## config.mk

```make
export PLATFORM = sky130hd
export DESIGN_NAME = jk_excitation_driver
export DESIGN_NICKNAME = d
export VERILOG_FILES = /design/src/rtl/jk_drv_pkg.sv /design/src/rtl/jk_drv_fifo.sv /design/src/rtl/jk_excitation_driver.sv
export SDC_FILE = /design/constraint.sdc
export NUM_CORES = 1
export LEC_CHECK = 0
export ABC_AREA = 1
export BUFFER_PORTS_ARGS = -buffer_cell sky130_fd_sc_hd__clkbuf_2
export CORE_MARGIN = 2
export CORE_UTILIZATION = 50
export CTS_BUF_LIST = sky130_fd_sc_hd__clkbuf_8 sky130_fd_sc_hd__clkbuf_16
export CTS_CLUSTER_SIZE = 14
export DETAILED_ROUTE_END_ITERATION = 6
export PLACE_DENSITY = 0.71
export SLEW_MARGIN = 20
export SYNTH_ARGS = -nofsm -noshare
export SYNTH_HDL_FRONTEND = slang
export SYNTH_SLANG_ARGS = --single-unit
```

## constraint.sdc

```tcl
create_clock -name clk -period 1.5 [get_ports clk]
set_input_delay 0.15 -clock clk [delete_from_list [all_inputs] [get_ports clk]]
set_output_delay 0.15 -clock clk [all_outputs]
set_load 0.05 [all_outputs]
```

## src/rtl/jk_drv_pkg.sv

```systemverilog
// Shared definitions for the JK excitation driver: FSM state type,
// default FIFO geometry and the J/K excitation function.
// Build option: define JK_TOGGLE_EN to drive every change of q as a toggle
// (j=k=1) instead of a dedicated set/reset.
package jk_drv_pkg;

    localparam int DEPTH_DEF = 4;
    localparam int PTR_W     = $clog2(DEPTH_DEF);

    typedef enum logic [1:0] {
        IDLE  = 2'd0,
        DRIVE = 2'd1,
        CHECK = 2'd2
    } drv_state_e;

    // Returns {j,k} that moves a JK flop from q to tgt in one edge.
    function automatic logic [1:0] exc(input logic q, input logic tgt);
        logic [1:0] jk;
        jk = 2'b00;
`ifdef JK_TOGGLE_EN
        if (q != tgt) begin
            jk = 2'b11;
        end
`else
        if (!q && tgt) begin
            jk = 2'b10;
        end else if (q && !tgt) begin
            jk = 2'b01;
        end
`endif
        return jk;
    endfunction

endpackage

```

## src/rtl/jk_drv_fifo.sv

```systemverilog
// One-bit-wide target FIFO. Pointers carry one extra wrap bit so that
// full and empty are distinguishable without a separate counter.
module jk_drv_fifo
    import jk_drv_pkg::*;
#(
    parameter int DEPTH = DEPTH_DEF
) (
    input  logic clk,
    input  logic rstn,
    input  logic push,
    input  logic din,
    input  logic pop,
    output logic full,
    output logic empty,
    output logic head
);

    localparam int AW = $clog2(DEPTH);

    logic [DEPTH-1:0] mem;
    logic [AW:0]      wr_ptr;
    logic [AW:0]      rd_ptr;
    logic             do_push;
    logic             do_pop;

    assign do_push = push && !full;
    assign do_pop  = pop && !empty;

    assign empty = (wr_ptr == rd_ptr);
    assign full  = (wr_ptr[AW] != rd_ptr[AW]) && (wr_ptr[AW-1:0] == rd_ptr[AW-1:0]);
    assign head  = mem[rd_ptr[AW-1:0]];

    // Storage and pointer update; a push while full is dropped.
    always_ff @(posedge clk or negedge rstn) begin
        if (!rstn) begin
            mem    <= '0;
            wr_ptr <= '0;
            rd_ptr <= '0;
        end else begin
            if (do_push) begin
                mem[wr_ptr[AW-1:0]] <= din;
                wr_ptr              <= wr_ptr + (AW+1)'(1);
            end
            if (do_pop) begin
                rd_ptr <= rd_ptr + (AW+1)'(1);
            end
        end
    end

endmodule

```

## src/rtl/jk_excitation_driver.sv

```systemverilog
// Drives J/K of an external JK flop so that its q follows a stream of
// target bits, then checks q one cycle after each drive.
// Build option: JK_TOGGLE_EN selects toggle excitation for changes
// (see jk_drv_pkg::exc); checking is the same in both builds.
//
// Input handshake: a target bit is taken at a rising clk edge where
// in_valid && in_ready; in_ready is simply !full, so in_valid while full
// is ignored and the offered bit is not stored.
module jk_excitation_driver
    import jk_drv_pkg::*;
#(
    parameter int DEPTH = 4,
    parameter int CNT_W = 8
) (
    input  logic             clk,
    input  logic             rstn,
    input  logic             in_valid,
    input  logic             in_bit,
    output logic             in_ready,
    input  logic             q_fb,
    output logic             j,
    output logic             k,
    output logic             busy,
    output logic             mismatch,
    output logic [CNT_W-1:0] err_cnt
);

    drv_state_e state;
    logic       tgt;
    logic       full;
    logic       empty;
    logic       head;
    logic       pop;

    // A new bit may start only when nothing is being driven or checked.
    assign pop      = !empty && ((state == IDLE) || (state == CHECK));
    assign in_ready = !full;
    assign busy     = (state != IDLE) || !empty;

    jk_drv_fifo #(
        .DEPTH (DEPTH)
    ) u_fifo (
        .clk   (clk),
        .rstn  (rstn),
        .push  (in_valid),
        .din   (in_bit),
        .pop   (pop),
        .full  (full),
        .empty (empty),
        .head  (head)
    );

    // Sequencer: pop -> drive j/k one cycle -> check q the next cycle.
    always_ff @(posedge clk or negedge rstn) begin
        if (!rstn) begin
            state    <= IDLE;
            tgt      <= 1'b0;
            j        <= 1'b0;
            k        <= 1'b0;
            mismatch <= 1'b0;
            err_cnt  <= '0;
        end else begin
            mismatch <= 1'b0;
            case (state)
                IDLE: begin
                    if (!empty) begin
                        tgt      <= head;
                        {j, k}   <= exc(q_fb, head);
                        state    <= DRIVE;
                    end else begin
                        {j, k}   <= 2'b00;
                    end
                end
                DRIVE: begin
                    // The flop captures j/k at this edge; release to hold.
                    {j, k} <= 2'b00;
                    state  <= CHECK;
                end
                CHECK: begin
                    if (q_fb != tgt) begin
                        mismatch <= 1'b1;
                        if (err_cnt != {CNT_W{1'b1}}) begin
                            err_cnt <= err_cnt + CNT_W'(1);
                        end
                    end
                    // q_fb is now settled, so it also seeds the next bit.
                    if (!empty) begin
                        tgt    <= head;
                        {j, k} <= exc(q_fb, head);
                        state  <= DRIVE;
                    end else begin
                        {j, k} <= 2'b00;
                        state  <= IDLE;
                    end
                end
                default: begin
                    {j, k} <= 2'b00;
                    state  <= IDLE;
                end
            endcase
        end
    end

endmodule
```

# After elaboration in Yosys (flattened, before gate mapping)
# Index checks and enable logic that the tools add are counted.
# W data, S select, Z words.
[totals]
word_cells = 58
inputBits = 5
regBits = 24
[classes]
n_lt_le_gt_ge = 3
mux = 16
n_addsub = 3
reduce_logical = 18
bitwise_logic = 1
eq_ne = 8
[op_table]
columns = ["operator", "count"]
rows = [
  ["$mux W1", 10],
  ["$add A8 B1 Y8 const B", 1],
  ["$ne A8 B8 Y1 const B", 1],
  ["$logic_and A1 B1 Y1", 7],
  ["$add A3 B1 Y3 const B", 2],
  ["$lt A2 B3 Y1 const B", 2],
  ["$pmux W2 S3", 1],
  ["$bwmux W4", 1],
  ["$logic_not A1 Y1", 4],
  ["$mux W2", 2],
  ["$eq A3 B3 Y1", 1],
  ["$reduce_and A3 Y1", 1],
  ["$bmux W1 S2", 1],
  ["$demux W1 S2", 1],
  ["$eq A2 B1 Y1 const B", 1],
  ["$eq A2 B2 Y1", 1],
  ["$eq A2 B2 Y1 const B", 1],
  ["$ge A2 B1 Y1 const B", 1],
  ["$logic_not A2 Y1", 1],
  ["$logic_or A1 B1 Y1", 2],
  ["$ne A1 B1 Y1", 2],
  ["$ne A2 B2 Y1 const B", 1],
  ["$reduce_and A2 Y1", 1],
  ["$reduce_bool A2 Y1", 1],
  ["2 further kinds", 2],
]

# Logic depth before layout (Yosys ltp)
[logic_depth]
ltp_word = 8
mapped_depth = 8
ltp_nobuf = 8

# Modules after synthesis
# A second synthesis with hierarchy kept.
[hier_totals]
hier_cells = 169
area_unflattened_um2 = 1311.3
[by_module_without_submodules]
columns = ["mod", "area_each_um2", "n_inst", "cells_per_inst"]
rows = [
  ["jk_excitation_driver", 699.4, 1, 93],
  ["jk_drv_fifo", 611.8, 1, 76],
]

# Worst setup path after synthesis
# OpenSTA, ideal clock, no wires.
[synth_timing]
path_kind = "reg-to-reg"
startpoint = "register err_cnt[0]"
endpoint = "register err_cnt[0]"
path_stages_with_launch = 7
setup_ns = 0.142
t_arrival_ns = 1.482
path_buffers = 0
setup_slack_ns = -0.124
path_cell_list = "dfrtp_1 ha_1 nand3_1 nor2_4 nand2_1 nand2_2 xnor2_1"
[synth_between]
elab_chain_len = 2
word_cells_on_any_way = 3
[synth_lines]
columns = ["element", "line_no", "rtl"]
rows = [
  ["from (decl)", "jk_excitation_driver.sv:25", "output logic [CNT_W-1:0] err_cnt"],
  ["from (signal assigned)", "jk_excitation_driver.sv:83", "err_cnt <= err_cnt + CNT_W'(1);"],
  ["parallel branches: the longest is 2 deep, another holds $add A8 B1 Y8", "-", ""],
]
# Several ways; the timed one is not identified.
# A chain may end at the register's enable or synchronous reset.

# Final worst setup path
[layout_timing]
startpoint = "register u_fifo.wr_ptr[2]"
endpoint = "output port busy"
[layout_between]
elab_chain_len = 3
[layout_lines]
columns = ["element", "line_no", "rtl"]
rows = [
  ["from (decl)", "jk_drv_fifo.sv:21", "logic [AW:0] wr_ptr;"],
  ["from (signal assigned)", "jk_drv_fifo.sv:42", "wr_ptr <= wr_ptr + (AW+1)'(1);"],
  ["$eq A3 B3 Y1", "jk_drv_fifo.sv:29", "assign empty = (wr_ptr == rd_ptr);"],
  ["$logic_not A1 Y1", "jk_excitation_driver.sv:38", "assign busy = (state != IDLE) || !empty;"],
  ["$logic_or A1 B1 Y1", "jk_excitation_driver.sv:38", ""],
  ["to (decl)", "jk_excitation_driver.sv:23", "output logic busy,"],
]
# Every way passes these cells.

==> results.py <==
metrics = {
    "synthesis": {
        "synth_edf_count": 0,
        "avgSynthCellArea_um2": 8.12,
        "syn_inst": 154,
        "async_reset_ff_share_pct": 100,
        "synth_area_leaders": "dfrtp_1, nand2_1, ha_1",
        "synth_top_area_share_pct": 48.0,
        "synthDistinctLibCells": 17,
        "ys_warn_count": 0,
        "yosysTopAreaCell": "dfrtp_1",
        "seq_area_frac_synth_pct": 48.0,
        "synth_area_um2": 1250,
        "ys.flop_type": "dfrtp_1",
        "synth_seq_cells": 24,
        "synth_nets": 165,
    },
    "placement": {
        "dp_hpwl_mm": 1.66,
        "port_buffers": 17,
        "gp_congestion": 0.751,
        "placed_cells": 201,
    },
    "power": {
        "power_density_nw_per_um2": 2260,
        "switching_power_mw": 1.55,
        "pwr-share-clk_pct": 16.0,
        "irDropWorstVdd_uv": 1550,
        "power_frac_comb_pct": 51.6,
        "p_int_mw": 1.93,
        "leakage_nw": 0.836,
        "seq_power_share_pct": 32.4,
        "switching_share_pct": 44.5,
    },
    "worst_setup_path": {
        "rrSetupSlack_ps": 130,
        "worstPathMaxFanout": 3,
        "r2r_start": "err_cnt[0]",
        "cp_data_arrival_time_ps": 1370,
        "endpoint_kind": "primary output",
        "startpoint": "u_fifo.wr_ptr[2]",
        "cpLargestDelayFamily": "simple AND/OR/NAND/NOR gates",
        "crit_type": "reg -> out",
        "required_ps": 1350,
        "crit_buf_inv": 2,
        "crit_path_max_incr_delay_ps": 400,
        "worstRegToRegCells": 6,
        "r2r-end": "err_cnt[2]",
        "cp-start-kind": "flop",
        "crit_chain": "inv_2 -> nand2_1 -> nand2_1 -> nand3b_1 -> nand3b_1 -> buf_8",
        "crit_slowest_cell": "dfrtp_1",
    },
    "clock_tree": {
        "cts_root_buf": "clkbuf_8",
        "cts_made_buffers": 3,
        "cts_buffer_depth": 2,
        "clk_pin_slew_ps": 80,
        "clock-sinks": 24,
        "insertion_delay_ps": 260,
        "htree_levels": 1,
        "cts_tree": "yes",
    },
    "timing": {
        "slew_headroom_pct": 60.9,
        "setup_violations": 1,
        "min_period_ps": 1520,
        "fin_tns_setup_ps": -16.8,
        "worst_slew_pin_slew_ps": 587,
        "rsz0062_at_grt": "yes",
        "fin_crit_sh_pct": 101,
        "max_freq_mhz": 659,
        "layout_setup_ws_ps": -16.8,
        "slew_viol_final": 0,
        "hold_viol": 0,
        "skew_ps": 1.63,
    },
    "layout": {
        "final_cell_mix": "nand2_1, dfrtp_1, clkbuf_2",
        "seqCellArea_um2": 606,
        "layout_commonest_cell": "nand2_1",
        "final_cells": 212,
        "area_growth_pct": 23.5,
        "fill_cells": 213,
        "layout.nets": 194,
        "num_antenna_cells": 0,
        "multi_input_area_um2": 607,
        "drive_gt1_share_pct": 23.1,
    },
    "die": {
        "start_util_pct": 51.4,
        "top_level_ports": 18,
        "coreArea_um2": 2430,
        "dieArea_um2": 2920,
        "die_y_um": 54.0,
        "num_rows": 18,
        "die_w_um": 54.0,
    },
    "hold_path": {
        "hold_class": "in -> reg",
        "min_path_cells": 2,
        "hp-start": "q_fb",
        "worstHoldEndpoint": "j",
    },
    "grt": {
        "grt_usage_pct": 17.7,
        "grt_overflow": 0,
        "grt_pass1_vias": 912,
        "grt_max_degree": 25,
        "grt_first_pass_wirelength_mm": 3.77,
        "antenna_found_initial": 0,
    },
    "drt": {
        "drc": 0,
        "viasPerCell": 4.92,
        "routed_wirelength_mm": 2.33,
        "drt_pass1_iterations": 4,
        "wl_per_cell_um": 11.0,
        "vias": 1042,
        "ant_nets": 0,
        "first_iter_violations": 20,
    },
    "status": {
        "violations": "negative setup slack",
        "status": "finished with violations",
    },
    "flow_run": {
        "drv_cap": 0,
    },
}
-- cells in the mapped netlist (2+ instances only) --
master and number:
nand2_1 64, dfrtp_1 24, nand3_1 15, inv_1 13, nor2_1 7, ha_1 6
nand4_1 5, nand3b_1 4, xnor2_1 4, xor2_1 3, nand2_2 2, o21ai_0 2
-- stage by stage --
| step | power [mW] | hold WS [ps] | cell area (um2) | setup WS, ps | utilization (%) |
|---|---|---|---|---|---|
| after floorplan | 2.36 | -146 | 1250 | 23.2 | - |
| after global placement | 2.68 | 175 | 1380 | 183 | 56.5 |
| after detailed placement | 2.73 | 180 | 1380 | 109 | 56.5 |
| after CTS | 3.47 | 75.6 | 1520 | -2.40 | 62.5 |
| after global routing | 3.79 | 87.5 | 1550 | -108 | 63.5 |
| final | 3.49 | 90.2 | 1550 | -16.8 | 63.5 |
-- worst max-delay path by stage --
stage / endpoint / slack [ps] / cells after the start
final: busy / -20 / 6
after global routing: busy / -110 / 6
after CTS: busy / -2 / 6
after detailed placement: err_cnt[3] / 110 / 5
after global placement: err_cnt[3] / 180 / 5
after floorplan: err_cnt[2] / 20 / 6
-- repair_timing --
item | CTS | global route
endpoints found under the hold margin | 24 | 0
hold buffers | 1 | 0
pin swaps | 1 | 1
setup buffers | 6 | 0
setup endpoints to repair | 2 | 8
gates resized for setup | 6 | 9
-- flip-flops by register name, indices dropped and copies added (netlist names) --
name           count
mismatch           1
state              2
j                  1
u_fifo.wr_ptr      3
u_fifo.mem         4
k                  1
u_fifo.rd_ptr      3
tgt                1
err_cnt            8
-- power groups by stage --
stage / clock network (mW) / registers [mW] / logic, mW
finish: 0.556 / 1.13 / 1.80
global route: 0.601 / 1.17 / 2.02
CTS: 0.573 / 1.13 / 1.77
detailed placement: 0 / 1.16 / 1.57
global placement: 0 / 1.15 / 1.53
floorplan: 0 / 1.42 / 0.940
-- routing by layer --
layer / wire [um] / part of all wire [%] / track usage, %
met2: 1090 / 47 / 28.7
met3: 58 / 2.5 / 2.50
met5: 0 / 0 / 0
met4: 10 / 0.43 / 6.25
met1: 1170 / 50 / 24.3
-- cell type report --
class	count	share of cell area [%]
timing repair buffer	26	11.1
clock buffer	3	2.67
sequential	24	39.2
multi-input combinational	114	39.3
clock inverter	1	1.94
tap	30	2.43
inverter	14	3.40
-- kinds of logic (layout without fill, tap and decap cells) --
kind of cell / count (synthesis) / in the layout / synth area share, %
AOI/OAI and AO/OA: 3 / 3 / 1.50
DFF: 24 / 24 / 48.0
buffers and inverters: 16 / 44 / 5.50
and+or+nand+nor: 98 / 98 / 34.1
adders and majority gates: 6 / 6 / 6.00
xor gates and xnor gates: 7 / 7 / 4.90
No activity file was read; power rests on OpenSTA's default activity.
